===== src/rtl/stream_mux_rr.sv =====
// N-channel registered stream multiplexer, round-robin (MODE=0) or explicit select (MODE=1).
// Optional packet lock on in_last/out_last when STREAM_MUX_LOCK_EN is defined.
module stream_mux_rr #(
   parameter int WIDTH    = 8,
   parameter int CHANNELS = 4,
   parameter int MODE     = 0,
   localparam int SELW    = $clog2(CHANNELS)
) (
   input  logic                      clk,
   input  logic                      rst_n,
   input  logic [CHANNELS*WIDTH-1:0] in_data,
   input  logic [CHANNELS-1:0]       in_valid,
   output logic [CHANNELS-1:0]       in_ready,
`ifdef STREAM_MUX_LOCK_EN
   input  logic [CHANNELS-1:0]       in_last,
   output logic                      out_last,
`endif
   input  logic [SELW-1:0]           sel,
   output logic [WIDTH-1:0]          out_data,
   output logic                      out_valid,
   input  logic                      out_ready,
   output logic [SELW-1:0]           out_sel
);

   logic [WIDTH-1:0]    out_data_q, out_data_d;
   logic                out_valid_q, out_valid_d;
   logic [SELW-1:0]     out_sel_q, out_sel_d;
   logic [SELW-1:0]     ptr_q, ptr_d;
   logic                locked;

   logic                load;
   logic                accept;
   logic                gsel;
   logic                gvalid;
   logic [SELW-1:0]     gidx;
   logic [SELW-1:0]     gnext;
   logic [CHANNELS-1:0] grant;
   logic [WIDTH-1:0]    gdata;

`ifdef STREAM_MUX_LOCK_EN
   logic lock_q, lock_d;
   logic out_last_q, out_last_d;
   assign locked   = lock_q;
   assign out_last = out_last_q;
`else
   assign locked   = 1'b0;
`endif

   // While locked the grant stays on the channel that supplied the last beat.
   always_comb begin
      int c;
      logic [SELW-1:0] cidx;
      c    = 0;
      cidx = '0;
      gidx = '0;
      gsel = 1'b0;
      if (locked) begin
         gidx = out_sel_q;
         gsel = 1'b1;
      end else if (MODE == 0) begin
         for (int k = 0; k < CHANNELS; k++) begin
            c = int'(ptr_q) + k;
            if (c >= CHANNELS) c = c - CHANNELS;
            cidx = SELW'(c);
            if (!gsel && in_valid[cidx]) begin
               gidx = cidx;
               gsel = 1'b1;
            end
         end
      end else if (int'(sel) < CHANNELS) begin
         gidx = sel;
         gsel = 1'b1;
      end
   end

   always_comb begin
      gdata = '0;
      for (int i = 0; i < CHANNELS; i++) begin
         if (SELW'(i) == gidx) gdata = in_data[i*WIDTH +: WIDTH];
      end
   end

   assign load     = !out_valid_q || out_ready;
   assign grant    = gsel ? (CHANNELS'(1) << gidx) : '0;
   assign gvalid   = gsel && in_valid[gidx];
   assign accept   = load && gvalid;
   assign in_ready = grant & {CHANNELS{load && rst_n}};
   assign gnext    = (gidx == SELW'(CHANNELS - 1)) ? '0 : gidx + 1'b1;

   always_comb begin
      out_valid_d = out_valid_q;
      out_data_d  = out_data_q;
      out_sel_d   = out_sel_q;
      ptr_d       = ptr_q;
`ifdef STREAM_MUX_LOCK_EN
      lock_d      = lock_q;
      out_last_d  = out_last_q;
`endif
      if (accept) begin
         out_valid_d = 1'b1;
         out_data_d  = gdata;
         out_sel_d   = gidx;
`ifdef STREAM_MUX_LOCK_EN
         lock_d      = !in_last[gidx];
         out_last_d  = in_last[gidx];
         if (MODE == 0 && in_last[gidx]) ptr_d = gnext;
`else
         if (MODE == 0) ptr_d = gnext;
`endif
      end else if (load) begin
         out_valid_d = 1'b0;
      end
   end

   always_ff @(posedge clk or negedge rst_n) begin
      if (!rst_n) begin
         out_valid_q <= 1'b0;
         out_data_q  <= '0;
         out_sel_q   <= '0;
         ptr_q       <= '0;
`ifdef STREAM_MUX_LOCK_EN
         lock_q      <= 1'b0;
         out_last_q  <= 1'b0;
`endif
      end else begin
         out_valid_q <= out_valid_d;
         out_data_q  <= out_data_d;
         out_sel_q   <= out_sel_d;
         ptr_q       <= ptr_d;
`ifdef STREAM_MUX_LOCK_EN
         lock_q      <= lock_d;
         out_last_q  <= out_last_d;
`endif
      end
   end

   assign out_data  = out_data_q;
   assign out_valid = out_valid_q;
   assign out_sel   = out_sel_q;

endmodule


===== config.mk =====
export PLATFORM = sky130hd
export DESIGN_NAME = stream_mux_rr
export DESIGN_NICKNAME = d
export VERILOG_FILES = /design/src/rtl/stream_mux_rr.sv
export SDC_FILE = /design/constraint.sdc
export NUM_CORES = 1
export LEC_CHECK = 0
export CAP_MARGIN = 20
export CORE_MARGIN = 5
export CORE_UTILIZATION = 34
export CTS_CLUSTER_SIZE = 10
export DETAILED_ROUTE_END_ITERATION = 10
export PLACE_DENSITY = 0.77
export SLEW_MARGIN = 0
export SYNTH_ARGS = -nofsm -noshare
export SYNTH_HDL_FRONTEND = slang
export SYNTH_SLANG_ARGS = --single-unit
export TNS_END_PERCENT = 20

===== constraint.sdc =====
create_clock -name clk -period 2.15 [get_ports clk]
set_clock_uncertainty 0.15 [all_clocks]
set_input_delay 0.3225 -clock clk [delete_from_list [all_inputs] [get_ports clk]]
set_output_delay 0.3225 -clock clk [all_outputs]
set_load 0.01 [all_outputs]

## Word level (Yosys, flattened, before mapping)

Index checks and enable logic that the tools add are counted.

- Register bits after elaboration: 13
- Output and inout bits: 15

- Reductions and logical operators: 13
- Bitwise logic cells: 1
- Equal/unequal tests: 4
- Order comparisons: 9
- Shift-type cells: 1
- Muxes and demuxes: 30
- Add/sub/neg operators: 8

Operator list:

| kind | count |
|---|---|
| $mux 8 | 4 |
| $mux 2 | 9 |
| $lt 2x3->1 const B | 5 |
| $mux 1 | 11 |
| $bmux 1 s2 | 5 |
| $ge 3x3->1 const B | 3 |
| $sub 2x1->2 const B | 4 |
| $add 2x2->3 const B | 2 |
| $logic_and 1x1->1 | 6 |
| $and 4x4->4 | 1 |
| $eq 2x2->1 const A | 2 |
| $logic_not 1->1 | 4 |
| $mux 4 | 1 |
| $shl 1x2->4 const A | 1 |
| $add 2x1->3 const B | 1 |
| $ge 2x3->1 const B | 1 |
| $add 2x1->2 const B | 1 |
| $eq 1x2->1 const A | 1 |
| $eq 2x2->1 const B | 1 |
| $logic_not 2->1 | 1 |
| $reduce_bool 2->1 | 1 |
| $logic_or 1x1->1 | 1 |

## Depth between registers and ports, before layout

- Depth after elaboration: 19
- Mapped depth: 9
- Mapped depth without buffers: 7

## Worst setup path before layout

OpenSTA, ideal clock, no wires.

- Path type: register -> output
- Start point: reg ptr_q[1]
- End point: out in_ready[3]
- Stages on the path, launching flop included: 8
- Path buffers: 2
- Path slack: -274 ps
- Arrival time: 1951 ps
- Required time: 1678 ps
- Path through: dfrtp_1 -> nor2b_1 -> o21ai_0 -> and3_1 -> ha_1 -> clkbuf_1 -> clkbuf_1 -> and3_1

- Longest elaborated chain between the ends: 17
- Elaborated cells between the ends (all ways): 40

Ends and longest elaborated chain:

| item | line | source |
|---|---|---|
| start: declaration | 28 | `logic [SELW-1:0] ptr_q, ptr_d;` |
| start signal: assignment | 129 | `ptr_q <= ptr_d;` |
| branches (longest 13 deep; another with $add 2x1->3) | - |  |
| $mux 2 * | 65 | `if (!gsel && in_valid[cidx]) begin` |
| via gidx[0] | 35 | `logic [SELW-1:0] gidx;` |
| $shl 1x2->4 * | 84 | `assign grant = gsel ? (CHANNELS'(1) << gidx) : '0;` |
| $mux 4 * | 84 |  |
| $and 4x4->4 * | 87 | `assign in_ready = grant & {CHANNELS{load && rst_n}};` |
| end: declaration | 13 | `output logic [CHANNELS-1:0] in_ready,` |

Mark *: on every way through the listed nets, which the timed path passes. The select of a mux whose other input is x is not followed.

## Worst setup path after layout

- Start point: reg ptr_q[0]
- End point: out in_ready[3]

The elaborated chain is that of the path after synthesis.

==> results.yml <==
outcome:
  outcome: "finished with violations"
  violations: "negative setup slack"
critical_path:
  worstSetupPathType: "register to output pin"
  crit_end: "in_ready[3]"
  r2r_slack_ns: -0.04
  timing.rr.end: "out_data[3]$_DFFE_PN0P_"
  cp-end-kind: "output pin"
  worstPathArrival_ns: 1.76
  rr_worst_depth: 9
  critPathLaunch: "ptr_q[0]$_DFFE_PN0P_"
  r2r-start: "ptr_q[0]$_DFFE_PN0P_"
  cp_max_fo: 4
  crit_path_start_kind: "register"
  cp.required_ns: 1.68
sta:
  relSlewSlack_pct: 86.87
  max_freq_ghz: 0.4482
  timing.final.crit_share_pct: 103.8
  report.final.slew_viol_count: 0
  setup_slack_ns: -0.08132
  rsz0062_at_grt: "true"
  finalHoldViolCount: 0
  period_needed_ns: 2.231
  setup_viol: 11
  tightest_slew_ns: 0.1951
pwr:
  seqPwrFrac_pct: 24.4
  clock_power_share_pct: 9.7
  p_sw_mw: 0.5997
  p_int_mw: 1.005
  combinationalPowerShare_pct: 65.8
  pwr_density_cell_nw_per_um2: 904.0
  p_sw_share_pct: 37.36
  p_leak_nw: 0.7796
  vdd_drop_max_v: 0.0005640
  finalPower_mw: 1.605
finish:
  diodes: 0
  final_cells: 220
  fill_cells: 237
  finalCoreUtilization_pct: 64.38
  design_area_um2: 1775
  syn_to_final_growth_pct: 82.39
  nets: 235
  drive_gt1_share_pct: 25.93
cts:
  cts_buffers: 3
  clkTransAtPathRegs_ns: 0.08
  htree_levels: 1
  cts_root_buffer: "clkbuf_4"
  cts_tree: "yes"
  cts_sinks: 13
  cts_buffer_depth: 2
  clock_latency_ns: 0.29
die:
  io-pin-count: 56
  initial_core_util_pct: 35.30
  dieArea_um2: 4033
  placementRows: 19
  core_area_um2: 2758
  fp.dieH_um: 63.51
  dieWidth_um: 63.51
yosys:
  async_reset_ff_share_pct: 100.0
  syn_area_um2: 973.4
  synth_edf_count: 0
  ys.flop_type: "dfrtp_1"
  synth_commonest_cells: "a21oi_1, dfrtp_1"
  synth_nets: 160
  yosys.area.top_type: "dfrtp_1"
  yosys_warnings: 0
  ys_ff_latch: 13
  ys_seq_area_share_pct: 33.42
  avgSynthCellArea_um2: 8.465
  ys_types: 26
  synth.top_cell.area_share_pct: 33.42
  synth_area_leaders: "dfrtp_1, a21oi_1, a221o_1"
  yosysMostFrequentCell: "a21oi_1"
  synth_cells: 115
place:
  placed_cells: 209
  portBuffers: 53
  place.gp.congestion: 0.8485
  dp_slack_ns: -0.6393
  place_area_um2: 1639
  dpl.hpwl_um: 2495
detailed_routing:
  ant_nets: 0
  vias: 1152
  first_pass_iters: 6
  routed_via_density: 5.236
  wl_um: 3362
  post-route-drc-count: 0
  drtIter0Drc: 37
  wl_per_cell_um: 15.28
global_route:
  antenna_found_initial: 0
  track_usage_pct: 16.08
  grt_max_degree: 17
  grt_pass1_vias: 1149
  grt_pass1_wl_um: 5333
  grt_remaining_overflow: 0
job:
  cap_violations: 0
worst_hold_path:
  min_path_type: "input pin to asynchronous set/reset pin"
## worst max-delay path: stages (launching register included)
cell     delay (ns)
dfrtp_1        0.42
buf_4          0.16
nor2_4         0.12
o21ai_2        0.09
and3_4         0.20
ha_1           0.20
and3_1         0.14
buf_2          0.14
## per-stage QoR
step,hold slack (ns),setup TNS [ns]
after floorplan,-0.1231,-0.1130
after global placement,0.3748,-6.236
after detailed placement,0.3862,-7.330
after CTS,0.3106,-0.1793
after global routing,0.3316,-1.491
final,0.2977,-0.3461
## worst min path at each step
stage | startpoint | to | slack, ns | cells past startpoint
2_1_floorplan | rst_n | out_data[0]$_DFFE_PN0P_ | -0.12 | 0
3_3_place_gp | out_data[3]$_DFFE_PN0P_ | out_data[3]$_DFFE_PN0P_ | 0.37 | 2
3_5_place_dp | out_data[5]$_DFFE_PN0P_ | out_data[5]$_DFFE_PN0P_ | 0.39 | 2
4_1_cts | rst_n | out_sel[1]$_DFFE_PN0P_ | 0.31 | 2
5_1_grt | rst_n | out_sel[0]$_DFFE_PN0P_ | 0.33 | 2
6_report | rst_n | out_sel[1]$_DFFE_PN0P_ | 0.30 | 2
## sequential cells by signal, indices dropped and copies added (netlist names)
name	cells
ptr_q	2
out_sel	2
out_data	8
out_valid	1
## layout make-up
class,count,area (um2),share of cell area (%)
clock buffer,4,26.28,1.480
inverter,9,33.78,1.903
multi-input combinational,83,631.9,35.59
sequential,13,325.3,18.32
tap,31,38.79,2.185
timing repair buffer,80,719.4,40.52
## layer usage
layer  vias to the layer above  track usage [%]  wire (um)
met3                         8            3.020        239
met5                         -                0          0
met2                        40            27.28       1677
met1                       531            20.13       1403
met4                         0            5.455         42
li1                        573                -          -
## layout by cell type, fill, tap and decap left out, drive strengths merged, types with 6 or more instances in the layout
master,instances
inv,9
a31oi,9
nand2,9
buf,31
clkdlybuf4s50,45
and3,6
a221o,8
dfrtp,13
nand3b,9
a21oi,18
## cells by family (layout without fill, tap and decap cells)
group                      Yosys count  count (layout)  synth area share [%]
adders and majority gates            4               4                 5.142
AOI/OAI and AO/OA                   43              43                 30.33
and+or+nand+nor                     36              36                 22.11
buffers and inverters               19              93                 8.996
DFF                                 13              13                 33.42
## repair_timing
item,in CTS,in global routing
gates resized for setup,33,7
hold buffers,0,0
setup buffers,4,3
pin swaps,10,11
setup endpoints to repair,12,12
cloned,0,0
## power groups by stage
stage          combinational, mW  sequential, mW  clock (mW)
2_1_floorplan              0.435           0.426           0
3_3_place_gp               0.887           0.394           0
3_5_place_dp               0.898           0.396           0
4_1_cts                    0.977           0.391       0.154
5_1_grt                     1.14           0.405       0.168
6_report                    1.06           0.392       0.156
No activity file was read; power rests on OpenSTA's default activity.
